**src/rtl/id_ex_reg_if.sv**
```systemverilog
// ID/EX pipeline boundary: ID-stage inputs, registered EX-stage view, and the
// load-use hazard feedback (stall_out, bubble_count) returned to the front end.
interface id_ex_reg_if;
   // ID-stage control bits, aligned with the ID data in the same cycle
   logic        mem_to_reg_in;
   logic        reg_write_in;
   logic        mem_read_in;
   logic        mem_write_in;
   logic        beq_instruction_in;
   logic        aluSrc_in;
   logic [1:0]  aluOp_in;
   logic [31:0] read_data1_in;
   logic [31:0] read_data2_in;
   logic [31:0] imm_in;
   logic [31:0] pc_in;
   logic [4:0]  rs1_in;
   logic [4:0]  rs2_in;
   logic [4:0]  rd_in;
   logic [2:0]  funct3_in;
   logic        funct7b5_in;
   logic        valid_in;
   logic        flush;

   // Registered EX-stage view
   logic        mem_to_reg_out;
   logic        reg_write_out;
   logic        mem_read_out;
   logic        mem_write_out;
   logic        beq_instruction_out;
   logic        aluSrc_out;
   logic [1:0]  aluOp_out;
   logic [31:0] read_data1_out;
   logic [31:0] read_data2_out;
   logic [31:0] imm_out;
   logic [31:0] pc_out;
   logic [4:0]  rs1_out;
   logic [4:0]  rs2_out;
   logic [4:0]  rd_out;
   logic [2:0]  funct3_out;
   logic        funct7b5_out;
   logic        valid_out;

   // Handshake: there is no ready; while stall_out is high the ID stage must
   // hold its instruction (PC and IF/ID frozen) and re-present it next cycle.
   logic        stall_out;
   logic [7:0]  bubble_count;

   // Driven by the ID stage (or a testbench standing in for it)
   modport master (
      output mem_to_reg_in, reg_write_in, mem_read_in, mem_write_in,
             beq_instruction_in, aluSrc_in, aluOp_in,
             read_data1_in, read_data2_in, imm_in, pc_in,
             rs1_in, rs2_in, rd_in, funct3_in, funct7b5_in,
             valid_in, flush,
      input  mem_to_reg_out, reg_write_out, mem_read_out, mem_write_out,
             beq_instruction_out, aluSrc_out, aluOp_out,
             read_data1_out, read_data2_out, imm_out, pc_out,
             rs1_out, rs2_out, rd_out, funct3_out, funct7b5_out,
             valid_out, stall_out, bubble_count
   );

   // Used by the pipeline register itself
   modport slave (
      input  mem_to_reg_in, reg_write_in, mem_read_in, mem_write_in,
             beq_instruction_in, aluSrc_in, aluOp_in,
             read_data1_in, read_data2_in, imm_in, pc_in,
             rs1_in, rs2_in, rd_in, funct3_in, funct7b5_in,
             valid_in, flush,
      output mem_to_reg_out, reg_write_out, mem_read_out, mem_write_out,
             beq_instruction_out, aluSrc_out, aluOp_out,
             read_data1_out, read_data2_out, imm_out, pc_out,
             rs1_out, rs2_out, rd_out, funct3_out, funct7b5_out,
             valid_out, stall_out, bubble_count
   );
endinterface

```
**src/rtl/id_ex_reg.sv**
```systemverilog
// ID/EX pipeline register with load-use hazard detection, bubble insertion on
// stall or flush, and a saturating count of hazard bubbles.
module id_ex_reg (
   input  logic       clock,
   input  logic       reset,
   id_ex_reg_if.slave bus
);

   typedef struct packed {
      logic        mem_to_reg;
      logic        reg_write;
      logic        mem_read;
      logic        mem_write;
      logic        beq_instruction;
      logic        alu_src;
      logic [1:0]  alu_op;
      logic [31:0] read_data1;
      logic [31:0] read_data2;
      logic [31:0] imm;
      logic [31:0] pc;
      logic [4:0]  rs1;
      logic [4:0]  rs2;
      logic [4:0]  rd;
      logic [2:0]  funct3;
      logic        funct7b5;
      logic        valid;
   } stage_t;

   typedef enum logic [1:0] {
      ACT_LOAD  = 2'd0,
      ACT_STALL = 2'd1,
      ACT_FLUSH = 2'd2
   } action_e;

   localparam logic [7:0] BUBBLE_MAX = 8'hFF;

   stage_t     stage_in;
   stage_t     stage_d;
   stage_t     stage_q;
   logic [7:0] bubble_count_d;
   logic [7:0] bubble_count_q;
   logic       src_match;
   logic       stall;
   action_e    action;

   // Gather the ID inputs; an invalid slot keeps its data but loses all control
   always_comb begin
      stage_in                 = '0;
      stage_in.mem_to_reg      = bus.mem_to_reg_in;
      stage_in.reg_write       = bus.reg_write_in;
      stage_in.mem_read        = bus.mem_read_in;
      stage_in.mem_write       = bus.mem_write_in;
      stage_in.beq_instruction = bus.beq_instruction_in;
      stage_in.alu_src         = bus.aluSrc_in;
      stage_in.alu_op          = bus.aluOp_in;
      stage_in.read_data1      = bus.read_data1_in;
      stage_in.read_data2      = bus.read_data2_in;
      stage_in.imm             = bus.imm_in;
      stage_in.pc              = bus.pc_in;
      stage_in.rs1             = bus.rs1_in;
      stage_in.rs2             = bus.rs2_in;
      stage_in.rd              = bus.rd_in;
      stage_in.funct3          = bus.funct3_in;
      stage_in.funct7b5        = bus.funct7b5_in;
      stage_in.valid           = bus.valid_in;
      if (!bus.valid_in) begin
         stage_in.mem_to_reg      = 1'b0;
         stage_in.reg_write       = 1'b0;
         stage_in.mem_read        = 1'b0;
         stage_in.mem_write       = 1'b0;
         stage_in.beq_instruction = 1'b0;
         stage_in.alu_src         = 1'b0;
         stage_in.alu_op          = 2'b00;
      end
   end

   // x0 is never a real producer, so rd == 0 cannot create a dependency
   assign src_match = (stage_q.rd == bus.rs1_in) || (stage_q.rd == bus.rs2_in);
   assign stall     = bus.valid_in && stage_q.valid && stage_q.mem_read &&
                      (stage_q.rd != 5'd0) && src_match && !bus.flush;

   always_comb begin
      action = ACT_LOAD;
      if (bus.flush) begin
         action = ACT_FLUSH;
      end else if (stall) begin
         action = ACT_STALL;
      end
   end

   always_comb begin
      stage_d        = stage_in;
      bubble_count_d = bubble_count_q;
      case (action)
         ACT_FLUSH: begin
            stage_d = '0;
         end
         ACT_STALL: begin
            stage_d = '0;
            if (bubble_count_q != BUBBLE_MAX) begin
               bubble_count_d = bubble_count_q + 8'd1;
            end
         end
         default: begin
            stage_d = stage_in;
         end
      endcase
   end

   always_ff @(posedge clock) begin
      if (reset) begin
         stage_q        <= '0;
         bubble_count_q <= '0;
      end else begin
         stage_q        <= stage_d;
         bubble_count_q <= bubble_count_d;
      end
   end

   assign bus.mem_to_reg_out      = stage_q.mem_to_reg;
   assign bus.reg_write_out       = stage_q.reg_write;
   assign bus.mem_read_out        = stage_q.mem_read;
   assign bus.mem_write_out       = stage_q.mem_write;
   assign bus.beq_instruction_out = stage_q.beq_instruction;
   assign bus.aluSrc_out          = stage_q.alu_src;
   assign bus.aluOp_out           = stage_q.alu_op;
   assign bus.read_data1_out      = stage_q.read_data1;
   assign bus.read_data2_out      = stage_q.read_data2;
   assign bus.imm_out             = stage_q.imm;
   assign bus.pc_out              = stage_q.pc;
   assign bus.rs1_out             = stage_q.rs1;
   assign bus.rs2_out             = stage_q.rs2;
   assign bus.rd_out              = stage_q.rd;
   assign bus.funct3_out          = stage_q.funct3;
   assign bus.funct7b5_out        = stage_q.funct7b5;
   assign bus.valid_out           = stage_q.valid;
   assign bus.stall_out           = stall;
   assign bus.bubble_count        = bubble_count_q;

endmodule

```
**src/flat_wrapper.sv**
```systemverilog
// flat-port wrapper written by rule: the top's interface ports become plain ports
module id_ex_reg_flat 
  (clock, reset, bus_mem_to_reg_in, bus_reg_write_in, bus_mem_read_in, bus_mem_write_in, bus_beq_instruction_in, bus_aluSrc_in, bus_aluOp_in, bus_read_data1_in, bus_read_data2_in, bus_imm_in, bus_pc_in, bus_rs1_in, bus_rs2_in, bus_rd_in, bus_funct3_in, bus_funct7b5_in, bus_valid_in, bus_flush, bus_mem_to_reg_out, bus_reg_write_out, bus_mem_read_out, bus_mem_write_out, bus_beq_instruction_out, bus_aluSrc_out, bus_aluOp_out, bus_read_data1_out, bus_read_data2_out, bus_imm_out, bus_pc_out, bus_rs1_out, bus_rs2_out, bus_rd_out, bus_funct3_out, bus_funct7b5_out, bus_valid_out, bus_stall_out, bus_bubble_count);
  id_ex_reg_if bus_i ();
  input  logic clock;
  input  logic reset;
  input wire logic [$bits(bus_i.mem_to_reg_in)-1:0] bus_mem_to_reg_in;
  input wire logic [$bits(bus_i.reg_write_in)-1:0] bus_reg_write_in;
  input wire logic [$bits(bus_i.mem_read_in)-1:0] bus_mem_read_in;
  input wire logic [$bits(bus_i.mem_write_in)-1:0] bus_mem_write_in;
  input wire logic [$bits(bus_i.beq_instruction_in)-1:0] bus_beq_instruction_in;
  input wire logic [$bits(bus_i.aluSrc_in)-1:0] bus_aluSrc_in;
  input wire logic [$bits(bus_i.aluOp_in)-1:0] bus_aluOp_in;
  input wire logic [$bits(bus_i.read_data1_in)-1:0] bus_read_data1_in;
  input wire logic [$bits(bus_i.read_data2_in)-1:0] bus_read_data2_in;
  input wire logic [$bits(bus_i.imm_in)-1:0] bus_imm_in;
  input wire logic [$bits(bus_i.pc_in)-1:0] bus_pc_in;
  input wire logic [$bits(bus_i.rs1_in)-1:0] bus_rs1_in;
  input wire logic [$bits(bus_i.rs2_in)-1:0] bus_rs2_in;
  input wire logic [$bits(bus_i.rd_in)-1:0] bus_rd_in;
  input wire logic [$bits(bus_i.funct3_in)-1:0] bus_funct3_in;
  input wire logic [$bits(bus_i.funct7b5_in)-1:0] bus_funct7b5_in;
  input wire logic [$bits(bus_i.valid_in)-1:0] bus_valid_in;
  input wire logic [$bits(bus_i.flush)-1:0] bus_flush;
  output wire logic [$bits(bus_i.mem_to_reg_out)-1:0] bus_mem_to_reg_out;
  output wire logic [$bits(bus_i.reg_write_out)-1:0] bus_reg_write_out;
  output wire logic [$bits(bus_i.mem_read_out)-1:0] bus_mem_read_out;
  output wire logic [$bits(bus_i.mem_write_out)-1:0] bus_mem_write_out;
  output wire logic [$bits(bus_i.beq_instruction_out)-1:0] bus_beq_instruction_out;
  output wire logic [$bits(bus_i.aluSrc_out)-1:0] bus_aluSrc_out;
  output wire logic [$bits(bus_i.aluOp_out)-1:0] bus_aluOp_out;
  output wire logic [$bits(bus_i.read_data1_out)-1:0] bus_read_data1_out;
  output wire logic [$bits(bus_i.read_data2_out)-1:0] bus_read_data2_out;
  output wire logic [$bits(bus_i.imm_out)-1:0] bus_imm_out;
  output wire logic [$bits(bus_i.pc_out)-1:0] bus_pc_out;
  output wire logic [$bits(bus_i.rs1_out)-1:0] bus_rs1_out;
  output wire logic [$bits(bus_i.rs2_out)-1:0] bus_rs2_out;
  output wire logic [$bits(bus_i.rd_out)-1:0] bus_rd_out;
  output wire logic [$bits(bus_i.funct3_out)-1:0] bus_funct3_out;
  output wire logic [$bits(bus_i.funct7b5_out)-1:0] bus_funct7b5_out;
  output wire logic [$bits(bus_i.valid_out)-1:0] bus_valid_out;
  output wire logic [$bits(bus_i.stall_out)-1:0] bus_stall_out;
  output wire logic [$bits(bus_i.bubble_count)-1:0] bus_bubble_count;
  assign bus_i.mem_to_reg_in = bus_mem_to_reg_in;
  assign bus_i.reg_write_in = bus_reg_write_in;
  assign bus_i.mem_read_in = bus_mem_read_in;
  assign bus_i.mem_write_in = bus_mem_write_in;
  assign bus_i.beq_instruction_in = bus_beq_instruction_in;
  assign bus_i.aluSrc_in = bus_aluSrc_in;
  assign bus_i.aluOp_in = bus_aluOp_in;
  assign bus_i.read_data1_in = bus_read_data1_in;
  assign bus_i.read_data2_in = bus_read_data2_in;
  assign bus_i.imm_in = bus_imm_in;
  assign bus_i.pc_in = bus_pc_in;
  assign bus_i.rs1_in = bus_rs1_in;
  assign bus_i.rs2_in = bus_rs2_in;
  assign bus_i.rd_in = bus_rd_in;
  assign bus_i.funct3_in = bus_funct3_in;
  assign bus_i.funct7b5_in = bus_funct7b5_in;
  assign bus_i.valid_in = bus_valid_in;
  assign bus_i.flush = bus_flush;
  assign bus_mem_to_reg_out = bus_i.mem_to_reg_out;
  assign bus_reg_write_out = bus_i.reg_write_out;
  assign bus_mem_read_out = bus_i.mem_read_out;
  assign bus_mem_write_out = bus_i.mem_write_out;
  assign bus_beq_instruction_out = bus_i.beq_instruction_out;
  assign bus_aluSrc_out = bus_i.aluSrc_out;
  assign bus_aluOp_out = bus_i.aluOp_out;
  assign bus_read_data1_out = bus_i.read_data1_out;
  assign bus_read_data2_out = bus_i.read_data2_out;
  assign bus_imm_out = bus_i.imm_out;
  assign bus_pc_out = bus_i.pc_out;
  assign bus_rs1_out = bus_i.rs1_out;
  assign bus_rs2_out = bus_i.rs2_out;
  assign bus_rd_out = bus_i.rd_out;
  assign bus_funct3_out = bus_i.funct3_out;
  assign bus_funct7b5_out = bus_i.funct7b5_out;
  assign bus_valid_out = bus_i.valid_out;
  assign bus_stall_out = bus_i.stall_out;
  assign bus_bubble_count = bus_i.bubble_count;
  id_ex_reg u_core (.clock(clock), .reset(reset), .bus(bus_i));
endmodule
```
**config.mk**
```make
export PLATFORM = sky130hd
export DESIGN_NAME = id_ex_reg_flat
export DESIGN_NICKNAME = d
export VERILOG_FILES = /design/src/rtl/id_ex_reg_if.sv /design/src/rtl/id_ex_reg.sv /design/src/flat_wrapper.sv
export SDC_FILE = /design/constraint.sdc
export NUM_CORES = 1
export LEC_CHECK = 0
export ABC_AREA = 1
export ABC_CLOCK_PERIOD_IN_PS = 3900
export CAP_MARGIN = 20
export CORE_AREA = 4 4 123 125
export CTS_CLUSTER_DIAMETER = 50
export CTS_CLUSTER_SIZE = 12
export DETAILED_ROUTE_END_ITERATION = 10
export DIE_AREA = 0 0 127 129
export DONT_BUFFER_PORTS = 1
export SYNTH_ARGS = -nofsm -noshare
export SYNTH_HDL_FRONTEND = slang
export SYNTH_SLANG_ARGS = --single-unit
```
**constraint.sdc**
```tcl
create_clock -name clock -period 3.9 [get_ports clock]
set_input_delay 0.39 -clock clock [delete_from_list [all_inputs] [get_ports clock]]
set_output_delay 0.39 -clock clock [all_outputs]
set_load 0.02 [all_outputs]
```
# After elaboration in Yosys (flattened, before gate mapping)
# Index checks and enable logic that the tools add are counted.
word_totals:
  reg_bits: 164
  in_bits: 159
  output_inout_bits: 165
op_classes:
  n_addsub: 1
  eq_ne: 5
  n_mux: 2
  bitwise: 1
  reduce_logical: 11
ops:
  columns: ["op", "n"]
  rows:
  - ["== test 5 bit", 2]
  - ["adder 8 x 1 -> 8 bit, second input constant", 1]
  - ["!= test 8 bit, second input constant", 1]
  - ["logical AND 1 bit", 5]
  - ["nonzero test 5 bit", 1]
  - ["OR reduction 4 bit", 1]
  - ["OR reduction 3 bit", 1]
  - ["== test 2 x 1 -> 1 bit, second input constant", 1]
  - ["== test 2 bit, second input constant", 1]
  - ["2-to-1 mux 2 bit", 1]
  - ["AND reduction 2 bit", 1]
  - ["logical NOT 1 bit", 1]
  - ["logical OR 1 bit", 1]
  - ["2-to-1 mux 1 bit", 1]
  - ["inverter 1 bit", 1]

# Depth between registers and ports, before layout
depth:
  word_depth: 9
  depth_mapped: 11

# Worst setup path before layout
# Ideal clock, no wire load.
synth_timing:
  path_kind: "register to output"
  startpoint: "reg u_core.stage_q (netlist bit u_core.bus.rd_out[4])"
  endpoint: "out bus_stall_out"
  arrival_time_ns: 1.279
  setup_slack_ns: 2.231
  stages_incl_launch_ff: 9
  path_buffers: 0
  cell_sequence: "dfxtp_1 -> inv_2 -> nand2_1 -> nand2_1 -> nor2_1 -> nand3_1 -> nand2_2 -> nand2_2 -> nor2_1"
synth_via:
  elab_chain_len: 4
  word_cells_on_any_way: 7
  classes_between: "eq/ne (2); reduce/logical (5)"
synth_lines:
  columns: ["element", "line_no", "rtl"]
  rows:
  - ["start, declared", "id_ex_reg.sv:39", "stage_t stage_q;"]
  - ["start signal, assigned", "id_ex_reg.sv:115", "stage_q <= stage_d;"]
  - ["== test 5 bit / nonzero test 5 bit (equally long branches)", "id_ex_reg.sv:78, id_ex_reg.sv:80", null]
  - ["logical OR 1 bit / logical AND 1 bit (equally long branches)", "id_ex_reg.sv:78, id_ex_reg.sv:79", null]
  - ["logical AND 1 bit (*) (2 in a row)", "id_ex_reg.sv:80", "(stage_q.rd != 5'd0) && src_match && !bus.flush;"]
  - ["end, declared", "flat_wrapper.sv:42", "output wire logic [$bits(bus_i.stall_out)-1:0] bus_stall_out;"]
# Mark *: on every way between the ends. The rest lies on a longest branch, timed or not.

# Worst setup path after layout
layout_timing:
  startpoint: "reg u_core.stage_q (netlist bit u_core.bus.valid_out)"
  endpoint: "out bus_stall_out"
layout_via:
  elab_chain_len: 5
layout_lines:
  columns: ["element", "line_no", "rtl"]
  rows:
  - ["logical AND 1 bit (3 in a row)", "id_ex_reg.sv:79", "assign stall = bus.valid_in && stage_q.valid && stage_q.mem_read &&"]
  - ["logical AND 1 bit (2 in a row)", "id_ex_reg.sv:80", null]
# No other way between the ends.

==> reports/summary.md <==
Data on the critical path is required at its endpoint by 3.51 ns. Across the VDD grid, the largest voltage drop is 0.2454 mV. Cell row count: 43. The final standard cell area without fillers is 5914 sq um, and the switching power is 0.8534 mW. STA classifies the critical path endpoint as a primary output. The logs give 5171 sq um for the mapped cell area and 164 for the number of sinks driven by the clock tree. The filler cells instantiated in the layout total 1,367. The power density of the placed cells came out at 645.3 nW/um^2. During placement, the flow inserted port buffers numbering 0. The die covers 16,380 sq um. The worst setup path is of the flop to primary output kind. In the post-route analysis, the smallest setup slack over all paths is 1.502 ns. In this run the tightest slew margin relative to its limit is 45.42%. The flow ran to the end, and the final reports show no timing, DRC or antenna violations. The net count of the finished layout is 768. The total power is 3.817 mW. Setup repair after global routing left no endpoint under its margin. Once the floorplan was initialized, standard cells occupied 37.25% of the core. TritonCTS built the clock tree.

In this run the worst hold path is classified as input pin to flop. The buffer and inverter count on the worst path works out to 1. The detailed placer's ending HPWL was 9668 microns; the number of nets still failing antenna checks after routing was 0. The startpoint identified for the worst register-to-register timing path is u_core.bus.valid_out$_SDFF_PP0_.

The leakage power figure is 3.080 nW, and the fraction of post-synthesis cell area in the top cell type by area is 63.49%. The start point of the worst min-delay path was bus_read_data2_in[23]. The post-placement cell count was 769.

The floorplan core area is 13,880 sq um, and the measured slew at the worst slew-check pin is 0.8187 ns. The die is 129 microns tall. The global-route usage over all layers is 14.04%, and the number of buffers inserted by hold repair at cts is 0. The first global-routing pass estimated 17,800 microns of wire. The critical path goes through nand3_1, o21bai_1, inv_1, nand2_2, nor2_1. The wire length per cell after detailed routing works out to 15.20 microns. The routed layout has 3,400 vias. Across the run, the number of max-cap violations was 0. The maximum fanout along the worst path came out at 7. Derived from the worst setup path, the maximum achievable clock frequency is 416.9 MHz. Measured along the x axis, the die boundary spans 127 microns. The biggest area contributor in the post-synthesis netlist is dfxtp_1. The later pin in the worst-skew pair is clocked with a latency of 0.41 ns.

For the placer congestion estimate, the log shows 0.8275. Net switching is 22.36% of the power. After layout, the worst path uses 61.50% of the clock period. The Yosys step of the flow raised 0 warnings.

For the number of clock buffers inserted by TritonCTS, the log shows 17. Type of element launching the critical path: a flop. Summing all placed instances gives a cell area of 5245 sq um. The post-synth net total is 764. Synthesis produced a netlist whose cell count is 604. After routing, the total negative slack on setup checks comes to 0 ns.

On the critical path the largest part of the delay comes from simple AND/OR/NAND/NOR gates. In the routed design, unresolved DRC markers number 0. The cell sitting at the root of the clock tree is a clkbuf_16. The worst path needs 2.398 ns of the cycle, external delays included.

The logs give 2.963 mW for the cell internal power dissipation and 0 for the number of gates given a new drive strength after cts. The residual overflow from global routing was 0; the via density per instance was 4.245. Between clock sinks in the finished design, the worst skew comes to 0.01078 ns. The maximum number of pins on one net before global-route repair is 80, and the share of cells above drive strength 1 is 8.374%. In this run the number of H-tree levels came out at 4. Antenna diode instance count: 0.

The slowest stage of the critical path is the dfxtp_1 cell. The number of detailed-route iterations in the first pass came out at 5. The logs give 0 for the initial antenna violation count and 0 for the count of final max-slew check failures. The tools report the DRC violation total after the first TritonRoute iteration as 209. The run gives 3,204 as the number of global-route vias before repair.

After synthesis, flip-flops and latches occupy 63.49% of the total area. Setup violations remaining at the end of the flow were counted as 0. The number of library cell types mapped by synthesis is 21, and the synthesis-to-layout area growth is 14.37%.

The critical path starts at u_core.bus.valid_out$_SDFF_PP0_. The per-instance average area after synthesis came out at 8.562 sq um. For the non-filler instance count after layout, the log shows 801. Summed over all layers, the routed wires come to 12,170 microns.

The logs give 48.5% for the register share of total power and 2.9% for the combinational fraction of design power. The I/O pin count is 324, and the final-report hold violation count is 0. Buffer depth of the longest clock path: 2. In this design, the stage delay of the slowest critical-path cell is 0.52 ns. The share of total power dissipated in the clock network is 48.6%. In the post-synthesis netlist, the biggest area contributors are dfxtp_1 63%, inv_1 12%, nor2_1 12%. The worst-case setup slack after placement came out at 1.568 ns. After synthesis the netlist holds a flip-flop and latch count of 164. STA puts the critical path data arrival time at 2.01 ns. The clock edge transition at the registers on the reported setup and hold paths is 0.07 ns, and the number of setup buffers added after CTS is 0.
[kinds of logic (layout without fill, tap and decap cells)]
| family | count (synthesis) | in the layout | synth area share [%] |
|---|---|---|---|
| simple gates | 243 | 243 | 19.40 |
| buf+inv | 189 | 206 | 15.85 |
| flops | 164 | 164 | 63.49 |
| compound gates | 5 | 5 | 0.6774 |
| xor+xnor | 2 | 2 | 0.3388 |
| fa+ha+maj | 1 | 1 | 0.2419 |
[power groups by stage]
| stage | clock network, mW | logic, mW | registers [mW] |
|---|---|---|---|
| global placement | 0 | 0.105 | 1.89 |
| global route | 1.97 | 0.129 | 1.86 |
| floorplan | 0 | 0.104 | 1.88 |
| CTS | 1.90 | 0.111 | 1.85 |
| detailed placement | 0 | 0.110 | 1.89 |
| finish | 1.86 | 0.109 | 1.85 |
[synth_stat cells (all sizes together)]
| master | count |
|---|---|
| nor2 | 174 |
| inv | 170 |
| dfxtp | 164 |
| nand2 | 46 |
| buf | 17 |
| nor3b | 8 |
| nand3 | 7 |
| nand4 | 6 |
| o21bai | 4 |
| clkinv | 2 |
| nor3 | 2 |
| xnor2 | 2 |
| a21oi | 1 |
| ha | 1 |
[routing by layer]
metal  track usage (%)  share of wire, %
met1             14.76                36
met2             24.63                53
met3             6.974               9.9
met4             4.606              0.96
met5                 0                 0
[worst paths after layout]
check	end	cells past startpoint	slack, ns
setup / recovery	bus_stall_out	5	1.50
setup reg to reg	u_core.bus.aluSrc_out$_SDFF_PP0_	7	1.63
hold / removal	u_core.bus.read_data2_out[23]$_SDFF_PP0_	2	0.08
hold reg to reg	u_core.bus.bubble_count[1]$_SDFFE_PP0P_	4	0.66
[sequential cells by signal (all words and copies together), names as in the netlist]
name,flops
u_core.bus.imm_out,32
u_core.bus.pc_out,32
u_core.bus.read_data1_out,32
u_core.bus.read_data2_out,32
u_core.bus.bubble_count,8
u_core.bus.rd_out,5
u_core.bus.rs1_out,5
u_core.bus.rs2_out,5
u_core.bus.funct3_out,3
u_core.bus.aluOp_out,2
u_core.bus.aluSrc_out,1
u_core.bus.beq_instruction_out,1
u_core.bus.funct7b5_out,1
u_core.bus.mem_read_out,1
u_core.bus.mem_to_reg_out,1
u_core.bus.mem_write_out,1
u_core.bus.reg_write_out,1
u_core.bus.valid_out,1
[per-stage QoR]
stage | hold WS (ns) | utilization (%)
detailed placement | 0.5050 | 37.79
global placement | 0.5025 | 37.79
floorplan | 0.5021 | -
finish | 0.08077 | 42.61
CTS | 0.05253 | 42.61
global route | 0.05807 | 42.61
[cell type report]
| type | count | area, sq um | share of cell area (%) |
|---|---|---|---|
| clock inverter | 12 | 212.7 | 3.596 |
| sequential | 164 | 3283 | 55.51 |
| tap | 180 | 225.2 | 3.808 |
| timing repair buffer | 2 | 15.01 | 0.2539 |
| inverter | 172 | 645.6 | 10.92 |
| clock buffer | 20 | 456.7 | 7.722 |
| multi-input combinational | 251 | 1076 | 18.19 |
[worst register-to-register path: stages, from the launching register on]
cell,delay (ns)
dfxtp_1,0.52
nand3_1,0.22
o21bai_1,0.21
inv_1,0.18
nand2_2,0.13
nand3_4,0.07
buf_4,0.62
nor3b_1,0.18
[cells in the final DEF, fill, tap and decap left out]
master,n
inv_1,164
nor2_1,164
dfxtp_1,164
nand2_1,44
clkbuf_16,17
nor2_2,10
nor3b_1,8
inv_2,6
nand3_1,6
nand4_1,6
bufinv_16,5
o21bai_1,4
inv_6,4
xnor2_1,2
clkinv_1,2
nand2_2,2
nor3_1,2
clkbuf_8,2
buf_4,2
nand3_4,1
a21oi_1,1
ha_1,1
clkbuf_1,1
inv_8,1
clkinvlp_4,1
clkinv_4,1
Note: power is estimated with default switching activity, not from simulation.
